<file path="config.mk">
export PLATFORM = sky130hd
export DESIGN_NAME = mc_ctrl_fsm
export DESIGN_NICKNAME = d
export VERILOG_FILES = /design/src/rtl/mc_ctrl_fsm.sv
export SDC_FILE = /design/constraint.sdc
export NUM_CORES = 1
export LEC_CHECK = 0
export ABC_AREA = 1
export CORE_ASPECT_RATIO = 1.25
export CORE_UTILIZATION = 52
export DETAILED_ROUTE_END_ITERATION = 10
export PLACE_DENSITY = 0.86
export SKIP_CTS_REPAIR_TIMING = 1
export SLEW_MARGIN = 20
export SYNTH_ARGS = -nofsm -noshare
export SYNTH_HDL_FRONTEND = slang
export SYNTH_SLANG_ARGS = --single-unit
</file>
<file path="constraint.sdc">
create_clock -name clk -period 3.1 [get_ports clk]
set_input_delay 0.62 -clock clk [delete_from_list [all_inputs] [get_ports clk]]
set_output_delay 0.62 -clock clk [all_outputs]
set_load 0.03 [all_outputs]
</file>
<file path="src/rtl/mc_ctrl_fsm.sv">
// Multi-cycle RV32I sequencer: fetch/decode/exec/mem/writeback control,
// memory handshakes with ack timeouts, sticky trap and retired-instruction count.
module mc_ctrl_fsm #(
  parameter int unsigned TIMEOUT_CYCLES = 256,
  parameter int unsigned INSTRET_W      = 32
) (
  input  logic                 clk,
  input  logic                 rst,
  input  logic                 run,
  input  logic [31:0]          instr,
  input  logic                 zero,
  input  logic                 imem_ack,
  input  logic                 dmem_ack,
  output logic                 imem_req,
  output logic                 ir_we,
  output logic                 dmem_req,
  output logic                 dmem_we,
  output logic                 reg_write,
  output logic                 mem_to_reg,
  output logic                 alu_src,
  output logic [3:0]           alu_op,
  output logic                 jalr,
  output logic                 lui,
  output logic                 auipc,
  output logic                 pc_we,
  output logic                 pc_sel,
  output logic                 busy,
  output logic                 trap,
  output logic [1:0]           trap_cause,
  output logic [INSTRET_W-1:0] instret
);

  localparam int unsigned CNT_W = (TIMEOUT_CYCLES > 1) ? $clog2(TIMEOUT_CYCLES) : 1;
  localparam int unsigned LIMIT = (TIMEOUT_CYCLES > 0) ? TIMEOUT_CYCLES - 1 : 0;
  localparam logic [CNT_W-1:0] CNT_LIMIT = CNT_W'(LIMIT);
  localparam bit TMO_EN = (TIMEOUT_CYCLES != 0);

  localparam logic [6:0] OPC_LUI    = 7'b0110111;
  localparam logic [6:0] OPC_AUIPC  = 7'b0010111;
  localparam logic [6:0] OPC_JAL    = 7'b1101111;
  localparam logic [6:0] OPC_JALR   = 7'b1100111;
  localparam logic [6:0] OPC_BRANCH = 7'b1100011;
  localparam logic [6:0] OPC_LOAD   = 7'b0000011;
  localparam logic [6:0] OPC_STORE  = 7'b0100011;
  localparam logic [6:0] OPC_OPIMM  = 7'b0010011;
  localparam logic [6:0] OPC_OP     = 7'b0110011;
  localparam logic [6:0] OPC_FENCE  = 7'b0001111;

  localparam logic [3:0] ALU_ADD  = 4'd0;
  localparam logic [3:0] ALU_SUB  = 4'd1;
  localparam logic [3:0] ALU_SLL  = 4'd2;
  localparam logic [3:0] ALU_SLT  = 4'd3;
  localparam logic [3:0] ALU_SLTU = 4'd4;
  localparam logic [3:0] ALU_XOR  = 4'd5;
  localparam logic [3:0] ALU_SRL  = 4'd6;
  localparam logic [3:0] ALU_SRA  = 4'd7;
  localparam logic [3:0] ALU_OR   = 4'd8;
  localparam logic [3:0] ALU_AND  = 4'd9;

  typedef enum logic [2:0] {
    S_IDLE, S_FETCH, S_DECODE, S_EXEC, S_MEM, S_WB, S_TRAP
  } state_e;

  state_e                 state_q, state_d;
  logic [CNT_W-1:0]       cnt_q, cnt_d;
  logic [INSTRET_W-1:0]   instret_q, instret_d;
  logic                   trap_q, trap_d;
  logic [1:0]             cause_q, cause_d;
  logic                   retire;

  logic [6:0] opcode;
  logic [2:0] funct3;
  logic       f7_b5;
  logic       is_lui, is_auipc, is_jal, is_jalr, is_branch;
  logic       is_load, is_store, is_opimm, is_op, is_fence;
  logic       legal, writes_rd, br_taken, timeout_hit, in_ctrl;
  logic [3:0] alu_dec;
  logic       unused_instr;

  assign opcode       = instr[6:0];
  assign funct3       = instr[14:12];
  assign f7_b5        = instr[30];
  assign unused_instr = ^{instr[31], instr[29:15], instr[11:7]};

  assign is_lui    = (opcode == OPC_LUI);
  assign is_auipc  = (opcode == OPC_AUIPC);
  assign is_jal    = (opcode == OPC_JAL);
  assign is_jalr   = (opcode == OPC_JALR);
  assign is_branch = (opcode == OPC_BRANCH);
  assign is_load   = (opcode == OPC_LOAD);
  assign is_store  = (opcode == OPC_STORE);
  assign is_opimm  = (opcode == OPC_OPIMM);
  assign is_op     = (opcode == OPC_OP);
  assign is_fence  = (opcode == OPC_FENCE);

  // SYSTEM (ECALL/EBREAK) is deliberately absent, so it decodes as illegal
  assign legal = is_lui | is_auipc | is_jal | is_jalr | is_branch |
                 is_load | is_store | is_opimm | is_op | is_fence;
  assign writes_rd = is_lui | is_auipc | is_jal | is_jalr | is_load | is_opimm | is_op;
  assign timeout_hit = TMO_EN && (cnt_q == CNT_LIMIT);
  assign in_ctrl = (state_q == S_EXEC) || (state_q == S_MEM) || (state_q == S_WB);

  always_comb begin
    alu_dec = ALU_ADD;
    if (is_op || is_opimm) begin
      case (funct3)
        3'b000:  alu_dec = (is_op && f7_b5) ? ALU_SUB : ALU_ADD;
        3'b001:  alu_dec = ALU_SLL;
        3'b010:  alu_dec = ALU_SLT;
        3'b011:  alu_dec = ALU_SLTU;
        3'b100:  alu_dec = ALU_XOR;
        3'b101:  alu_dec = f7_b5 ? ALU_SRA : ALU_SRL;
        3'b110:  alu_dec = ALU_OR;
        default: alu_dec = ALU_AND;
      endcase
    end else if (is_branch) begin
      case (funct3[2:1])
        2'b00:   alu_dec = ALU_SUB;
        2'b10:   alu_dec = ALU_SLT;
        2'b11:   alu_dec = ALU_SLTU;
        default: alu_dec = ALU_ADD;
      endcase
    end
  end

  always_comb begin
    case (funct3)
      3'b000, 3'b101, 3'b111: br_taken = zero;
      3'b001, 3'b100, 3'b110: br_taken = !zero;
      default:                br_taken = 1'b0;
    endcase
  end

  // The wait counter only advances while stalled in FETCH/MEM and is zero
  // everywhere else, which is what makes every entry to those states start at 0.
  always_comb begin
    state_d   = state_q;
    cnt_d     = '0;
    instret_d = instret_q;
    trap_d    = trap_q;
    cause_d   = cause_q;
    retire    = 1'b0;
    case (state_q)
      S_IDLE: if (run) state_d = S_FETCH;
      S_FETCH: begin
        if (imem_ack) begin
          state_d = S_DECODE;
        end else if (timeout_hit) begin
          state_d = S_TRAP;
          trap_d  = 1'b1;
          cause_d = 2'b10;
        end else begin
          cnt_d = cnt_q + CNT_W'(1);
        end
      end
      S_DECODE: begin
        if (!legal) begin
          state_d = S_TRAP;
          trap_d  = 1'b1;
          cause_d = 2'b01;
        end else begin
          state_d = S_EXEC;
        end
      end
      S_EXEC: state_d = (is_load || is_store) ? S_MEM : S_WB;
      S_MEM: begin
        if (dmem_ack) begin
          if (is_store) retire = 1'b1;
          else          state_d = S_WB;
        end else if (timeout_hit) begin
          state_d = S_TRAP;
          trap_d  = 1'b1;
          cause_d = 2'b11;
        end else begin
          cnt_d = cnt_q + CNT_W'(1);
        end
      end
      S_WB:    retire = 1'b1;
      S_TRAP:  state_d = S_TRAP;
      default: state_d = S_IDLE;
    endcase
    if (retire) begin
      instret_d = instret_q + INSTRET_W'(1);
      state_d   = run ? S_FETCH : S_IDLE;
    end
  end

  always_ff @(posedge clk or posedge rst) begin
    if (rst) begin
      state_q   <= S_IDLE;
      cnt_q     <= '0;
      instret_q <= '0;
      trap_q    <= 1'b0;
      cause_q   <= '0;
    end else begin
      state_q   <= state_d;
      cnt_q     <= cnt_d;
      instret_q <= instret_d;
      trap_q    <= trap_d;
      cause_q   <= cause_d;
    end
  end

  always_comb begin
    imem_req   = (state_q == S_FETCH);
    ir_we      = (state_q == S_FETCH) && imem_ack;
    dmem_req   = (state_q == S_MEM);
    dmem_we    = (state_q == S_MEM) && is_store;
    reg_write  = (state_q == S_WB) && writes_rd;
    mem_to_reg = (state_q == S_WB) && is_load;
    alu_src    = in_ctrl && (is_opimm || is_load || is_store || is_jalr || is_auipc);
    alu_op     = in_ctrl ? alu_dec : ALU_ADD;
    jalr       = in_ctrl && is_jalr;
    lui        = in_ctrl && is_lui;
    auipc      = in_ctrl && is_auipc;
    pc_we      = retire;
    pc_sel     = (in_ctrl && (is_jal || is_jalr)) ||
                 ((state_q == S_WB) && is_branch && br_taken);
    busy       = (state_q != S_IDLE) && (state_q != S_TRAP);
    trap       = trap_q;
    trap_cause = cause_q;
    instret    = instret_q;
  end

endmodule
</file>
Word level (Yosys, flattened, before mapping)
Index checks and enable logic that the tools add are counted.

storage, ports and cells
  register bits after elaboration = 46
  bits in latches = 0
  RAM bits = 0
  ROM bits = 0
  input bits = 38
  output and inout port bits = 52
  memories kept = 0

operators by class
  $add $sub $neg = 2
  multiply operators = 0
  div/mod/pow operators = 0
  $lt $le $gt $ge = 0
  eq/ne operators = 35
  shift operators = 0
  muxes and demuxes = 36
  bitwise gates (word level) = 12
  reduce and logical (&&, ||, !) cells = 34

operators by type and width
  kind                   count
  $add 32x1->32 const B  1
  $pmux 4 s7             1
  $mux 3                 8
  $mux 8                 3
  $eq 3x3->1 const B     7
  $eq 7x6->1 const B     3
  $eq 7x7->1 const B     3
  $pmux 3 s7             1
  $pmux 8 s2             1
  $eq 7x5->1 const B     2
  $logic_and 1x1->1      13
  $eq 3x2->1 const B     4
  $or 1x1->1             12
  $logic_or 1x1->1       10
  $mux 1                 10
  $mux 2                 5
  $pmux 3 s3             1
  $add 8x1->8 const B    1
  $eq 8x8->1 const B     1
  $mux 4                 2
  $ne 2x2->1 const B     4
  $eq 7x2->1 const B     1
  $eq 7x4->1 const B     1
  $eq 3x1->1 const B     2
  15 further kinds       22

Longest topological paths before layout
  word-level depth = 13
  gate-level depth with buffers = 10
  depth with buffers taken out = 10

Worst setup path after synthesis
OpenSTA, ideal clock, no wires.

  kind = input port to output port
  start point = input port instr[1]
  end point = output port alu_op[2]
  data arrival time = 1,901 ps
  required time = 2,480 ps
  path slack = 579 ps
  stages = 6
  cell sequence = nand2_1 -> inv_2 -> nand2_1 -> nor2_1 -> nand2_1 -> o32ai_1

between the ends
  word-level cells in the longest chain between the ends = 4
  elaborated cells between the ends (all ways) = 7
  classes of those cells = 3 x eq/ne; 3 x mux; 1 x reduce/logical

ends and longest elaborated chain
  element                                            RTL line  source
  start, declared                                    10        input logic [31:0] instr,
  $eq 7x7->1 (tied with other cells)                 89        assign is_branch = (opcode == OPC_BRANCH);
  $mux 3 / $logic_or 1x1->1 (equally long branches)  116, 105
  $mux 4 *                                           105       if (is_op || is_opimm) begin
  $mux 4 *                                           212       alu_op = in_ctrl ? alu_dec : ALU_ADD;
  end, declared                                      21        output logic [3:0] alu_op,

Mark *: on every way between the ends. The rest lies on a longest branch, timed or not.

Worst setup path in the final report
  start point = input port instr[5]
  end point = output port jalr

between the ends
  word-level cells in the longest chain between the ends = 2

ends and longest elaborated chain
  element            RTL line  source
  $eq 7x7->1         88        assign is_jalr = (opcode == OPC_JALR);
  $logic_and 1x1->1  213       jalr = in_ctrl && is_jalr;
  end, declared      22        output logic jalr,

No other way between the ends.

==> impl.org <==
** Run status
- Outcome :: complete, but fails checks
- Violations in the final reports :: design-rule violations

** Critical path
- Of all nets on the critical path, the largest fanout is 6.
- WP depth :: 6
- Startpoint Class :: input pin
- CP delay by family, top :: buffers and inverters
- The largest individual stage delay along the critical path comes from the cell sky130_fd_sc_hd__clkdlybuf4s50_1.
- The startpoint identified for the worst register-to-register timing path is state_q[1]$_DFFE_PP0P_.
- Worst setup path start :: instr[5]
- On the worst path, the slowest cell contributes a delay of 0.67 ns.
- The worst setup path is captured at a primary output.
- By startpoint and endpoint, the worst setup path is classified as input pin to primary output.
- Measured in cells, the most critical reg-to-reg path has a length of 9.
- Critical R2R Capture :: instret[25]$_DFFE_PP0P_
- Data on the critical path is required at its endpoint by 2.48 ns.
- Ordered list of cells on the worst path :: clkdlybuf4s50_1 -> nand3_1 -> nor2_1 -> nand2_1 -> nor2_1 -> clkdlybuf4s50_1
- The critical path contains buffers and inverters numbering 2 combined.
- Critical Path End :: jalr
- Slack of the worst reg-to-reg path :: 1.21 ns
- At the worst endpoint, the arrival time is 2.37 ns.

** GRT
- In the global route stage, met1 resource usage came out at 28.1%.
- Global routing usage summed across all routing layers :: 26.8%
- In the global route stage, met3 resource usage came out at 4.44%.
- Met2 layer usage reported by global route :: 51.6%
- Summed over all layers, the global routing overflow is 0.
- Number of antenna violations at the first check in global routing :: 0
- The via count of the first global-routing pass came to 3131.
- After global routing, the most crowded layer is met2.
- Wire length of the first global-routing pass :: 13400 um
- Maximum number of pins on one net before global-route repair :: 47

** Clock network
- Clock latency on the worst-skew pair, taken at its later pin, is 0.30 ns.
- The H-tree was split into 2 levels.
- Sink count of the clock tree :: 46
- TritonCTS created 5 clock buffers.
- TritonCTS clock tree :: yes
- The clock passes through at most 2 buffers.
- Register clock-pin slew on the reported worst setup and hold paths :: 0.07 ns
- Clock Tree Root :: sky130_fd_sc_hd__clkbuf_8

** STA
- The final hold violation count was 0.
- Across all hold checks on the routed design, the worst slack comes to 0.468 ns.
- Setup violations remaining at the end of the flow were counted as 0.
- RSZ-0062 raised after global routing :: no
- In this run the tightest slew margin relative to its limit is 37.2%.
- Min Clock Period, post-route :: 2.99 ns
- The number of slew-limit violations in the final report was 0.
- Worst-margin pin slew :: 0.941 ns
- Sum Neg Setup Slack :: 0 ns
- Post-route worst setup slack :: 0.110 ns
- Highest clock rate :: 0.334 GHz
- The worst path uses 96.4% of the clock period.
- Clock skew on the completed layout was measured at 0.0126 ns.

** Logic synthesis
- Cell accounting for the most synthesized area :: sky130_fd_sc_hd__dfrtp_1
- Per-instance average area after synthesis :: 6.62 um^2
- Post-synthesis instance area :: 0.00311 mm^2
- FF+latch count, synth :: 46
- Synthesis handed over a netlist of 470 instances.
- Number of different library cells in the post-synthesis netlist :: 34
- Count of flip-flops with a built-in enable after synthesis :: 0
- Sequential cell area fraction in the yosys report :: 37.0%
- During synthesis, Yosys emitted a total of 0 warnings.
- Post-synthesis async set-or-reset flop share :: 100%
- After synthesis, the cell types taking the most area are sky130_fd_sc_hd__dfrtp_1 (37%), sky130_fd_sc_hd__nand2_1 (21%), sky130_fd_sc_hd__nor2_1 (9.9%).
- Synth top area share :: 37.0%
- In the synthesized netlist the dominant register cell turns out to be sky130_fd_sc_hd__dfrtp_1.
- Number of nets in the synthesized netlist :: 510

** Place
- During placement, the flow inserted port buffers numbering 68.
- Routability cong. :: 0.925
- Inst Count DP :: 602
- Cell Area, Placed :: 0.00384 mm^2
- Placed wire-length estimate :: 6150 um
- At the placement stage, the worst setup path has a slack of 0.00975 ns.

** Worst hold path
- Depth of the worst hold-timing path :: 2
- Kind of path behind the tightest hold check :: flip-flop to flip-flop

** Layout
- Post-route cell area :: 0.00396 mm^2
- Relative to the synthesized area, the layout overhead comes to 27.1%.
- Most common library cell in the layout ignoring fill and taps :: sky130_fd_sc_hd__nand2_1
- Final core utilization :: 68.5%
- The finished layout holds 610 standard cells, fillers aside.
- Total Nets Final :: 583
- Antenna cell count :: 0
- Most frequent cells in the layout :: sky130_fd_sc_hd__nand2_1 (176), sky130_fd_sc_hd__nor2_1 (81), sky130_fd_sc_hd__clkdlybuf4s50_1 (59), sky130_fd_sc_hd__dfrtp_1 (46), sky130_fd_sc_hd__inv_1 (40)
- Fill cell total of the finished layout :: 521
- Layout cells sized above 1 :: 7.90%

** Pwr
- The clock network is responsible for 22.2% of the overall power.
- Of the total power, combinational logic draws 40.1%.
- Pint :: 1.19 mW
- In this run, flip-flops and latches consume 37.7% of the power.
- For this design the ratio of total power to cell area is 499 mW/mm^2.
- Worst ir drop on vdd :: 0.406 mV
- Standby leakage power :: 1.88 nW
- Switching Fraction :: 40.0%
- Total power draw :: 1.98 mW
- Switching power summed over all nets :: 0.791 mW

** Die
- Total Die Area :: 0.00630 mm^2
- Number of top-level pins :: 90
- The core region is 0.00578 mm^2.
- The die is 71.2 um wide.
- The floorplan step set the die height to 88.5 um.
- The initialized floorplan defines 31 standard-cell rows.
- Initial core utilization :: 53.9%

** Route
- Number of design-rule violations left by the first detailed-router iteration :: 172
- Final ANT Viol Nets :: 0
- DRT Wirelength :: 7810 um
- In the routed design, unresolved DRC markers number 5.
- Vias after detailed routing :: 3129
- Vias per Instance :: 5.13
- For this run, the detailed router's first-pass iteration total came to 10.
- Routed length per placed instance :: 12.8 um

** Job
- Across the run, the number of max-cap violations was 0.
==> flip-flops by register name, indices dropped and copies added (netlist names) <==
signal / count
cnt_q: 8
instret: 32
state_q: 3
trap: 1
trap_cause: 2
==> layout make-up <==
cell class / count / area, um^2 / share of cell area [%]
inverter: 48 / 180 / 4.55
clock inverter: 1 / 30.0 / 0.759
tap: 66 / 82.6 / 2.09
timing repair buffer: 73 / 716 / 18.1
sequential: 46 / 1150 / 29.1
clock buffer: 7 / 76.3 / 1.93
multi-input combinational: 369 / 1720 / 43.5
==> worst register-to-register path, delay by kind of cell (launching register included) <==
family | cells | cell delay [ns]
buffers and inverters | 3 | 0.53
flip-flops | 1 | 0.49
AND/OR/NAND/NOR | 6 | 0.75
==> power by group through the flow <==
stage | combinational (mW) | sequential [mW] | clock, mW
finish | 0.792 | 0.746 | 0.438
global route | 0.875 | 0.760 | 0.469
CTS | 0.796 | 0.746 | 0.446
detailed placement | 0.792 | 0.758 | 0
global placement | 0.771 | 0.755 | 0
floorplan | 0.512 | 0.804 | 0
==> cell usage after synthesis, types with 2 or more instances <==
master	number
sky130_fd_sc_hd__xor2_1	11
sky130_fd_sc_hd__nand3b_1	3
sky130_fd_sc_hd__buf_4	3
sky130_fd_sc_hd__nand3_1	24
sky130_fd_sc_hd__a21oi_1	4
sky130_fd_sc_hd__nor3_1	8
sky130_fd_sc_hd__nor2_2	2
sky130_fd_sc_hd__inv_2	7
sky130_fd_sc_hd__inv_1	41
sky130_fd_sc_hd__dfrtp_1	46
sky130_fd_sc_hd__xnor2_1	13
sky130_fd_sc_hd__ha_1	2
sky130_fd_sc_hd__nand2_2	10
sky130_fd_sc_hd__nand4_1	6
sky130_fd_sc_hd__o21ai_0	12
sky130_fd_sc_hd__o21a_1	2
sky130_fd_sc_hd__nor2_1	82
sky130_fd_sc_hd__nand2_1	176
sky130_fd_sc_hd__a31oi_1	2
sky130_fd_sc_hd__nor4_1	2
==> per-layer routing <==
metal | wire length (um) | part of all wire (%)
met3 | 394 | 5.0
met4 | 223 | 2.9
met5 | 0 | 0
met1 | 3060 | 39
met2 | 4130 | 53
==> kinds of logic (layout without fill, tap and decap cells) <==
kind of cell | Yosys count | in the layout | share of synthesized area (%)
simple gates | 319 | 319 | 42.9
fa+ha+maj | 2 | 2 | 0.804
flops | 46 | 46 | 37.0
compound gates | 23 | 23 | 4.22
buf+inv | 55 | 129 | 7.80
xor+xnor | 25 | 25 | 7.28
==> worst min path at each step <==
| stage | from | to | slack, ns |
|---|---|---|---|
| 6_report | trap_cause[1]$_DFFE_PP0P_ | trap_cause[1]$_DFFE_PP0P_ | 0.47 |
| 5_1_grt | trap$_DFFE_PP0P_ | trap$_DFFE_PP0P_ | 0.49 |
| 4_1_cts | trap_cause[1]$_DFFE_PP0P_ | trap_cause[1]$_DFFE_PP0P_ | 0.48 |
| 3_5_place_dp | trap$_DFFE_PP0P_ | trap$_DFFE_PP0P_ | 0.46 |
| 3_3_place_gp | cnt_q[0]$_DFF_PP0_ | cnt_q[0]$_DFF_PP0_ | 0.45 |
| 2_1_floorplan | cnt_q[0]$_DFF_PP0_ | cnt_q[0]$_DFF_PP0_ | 0.43 |
(Power assumes the default switching activity.)
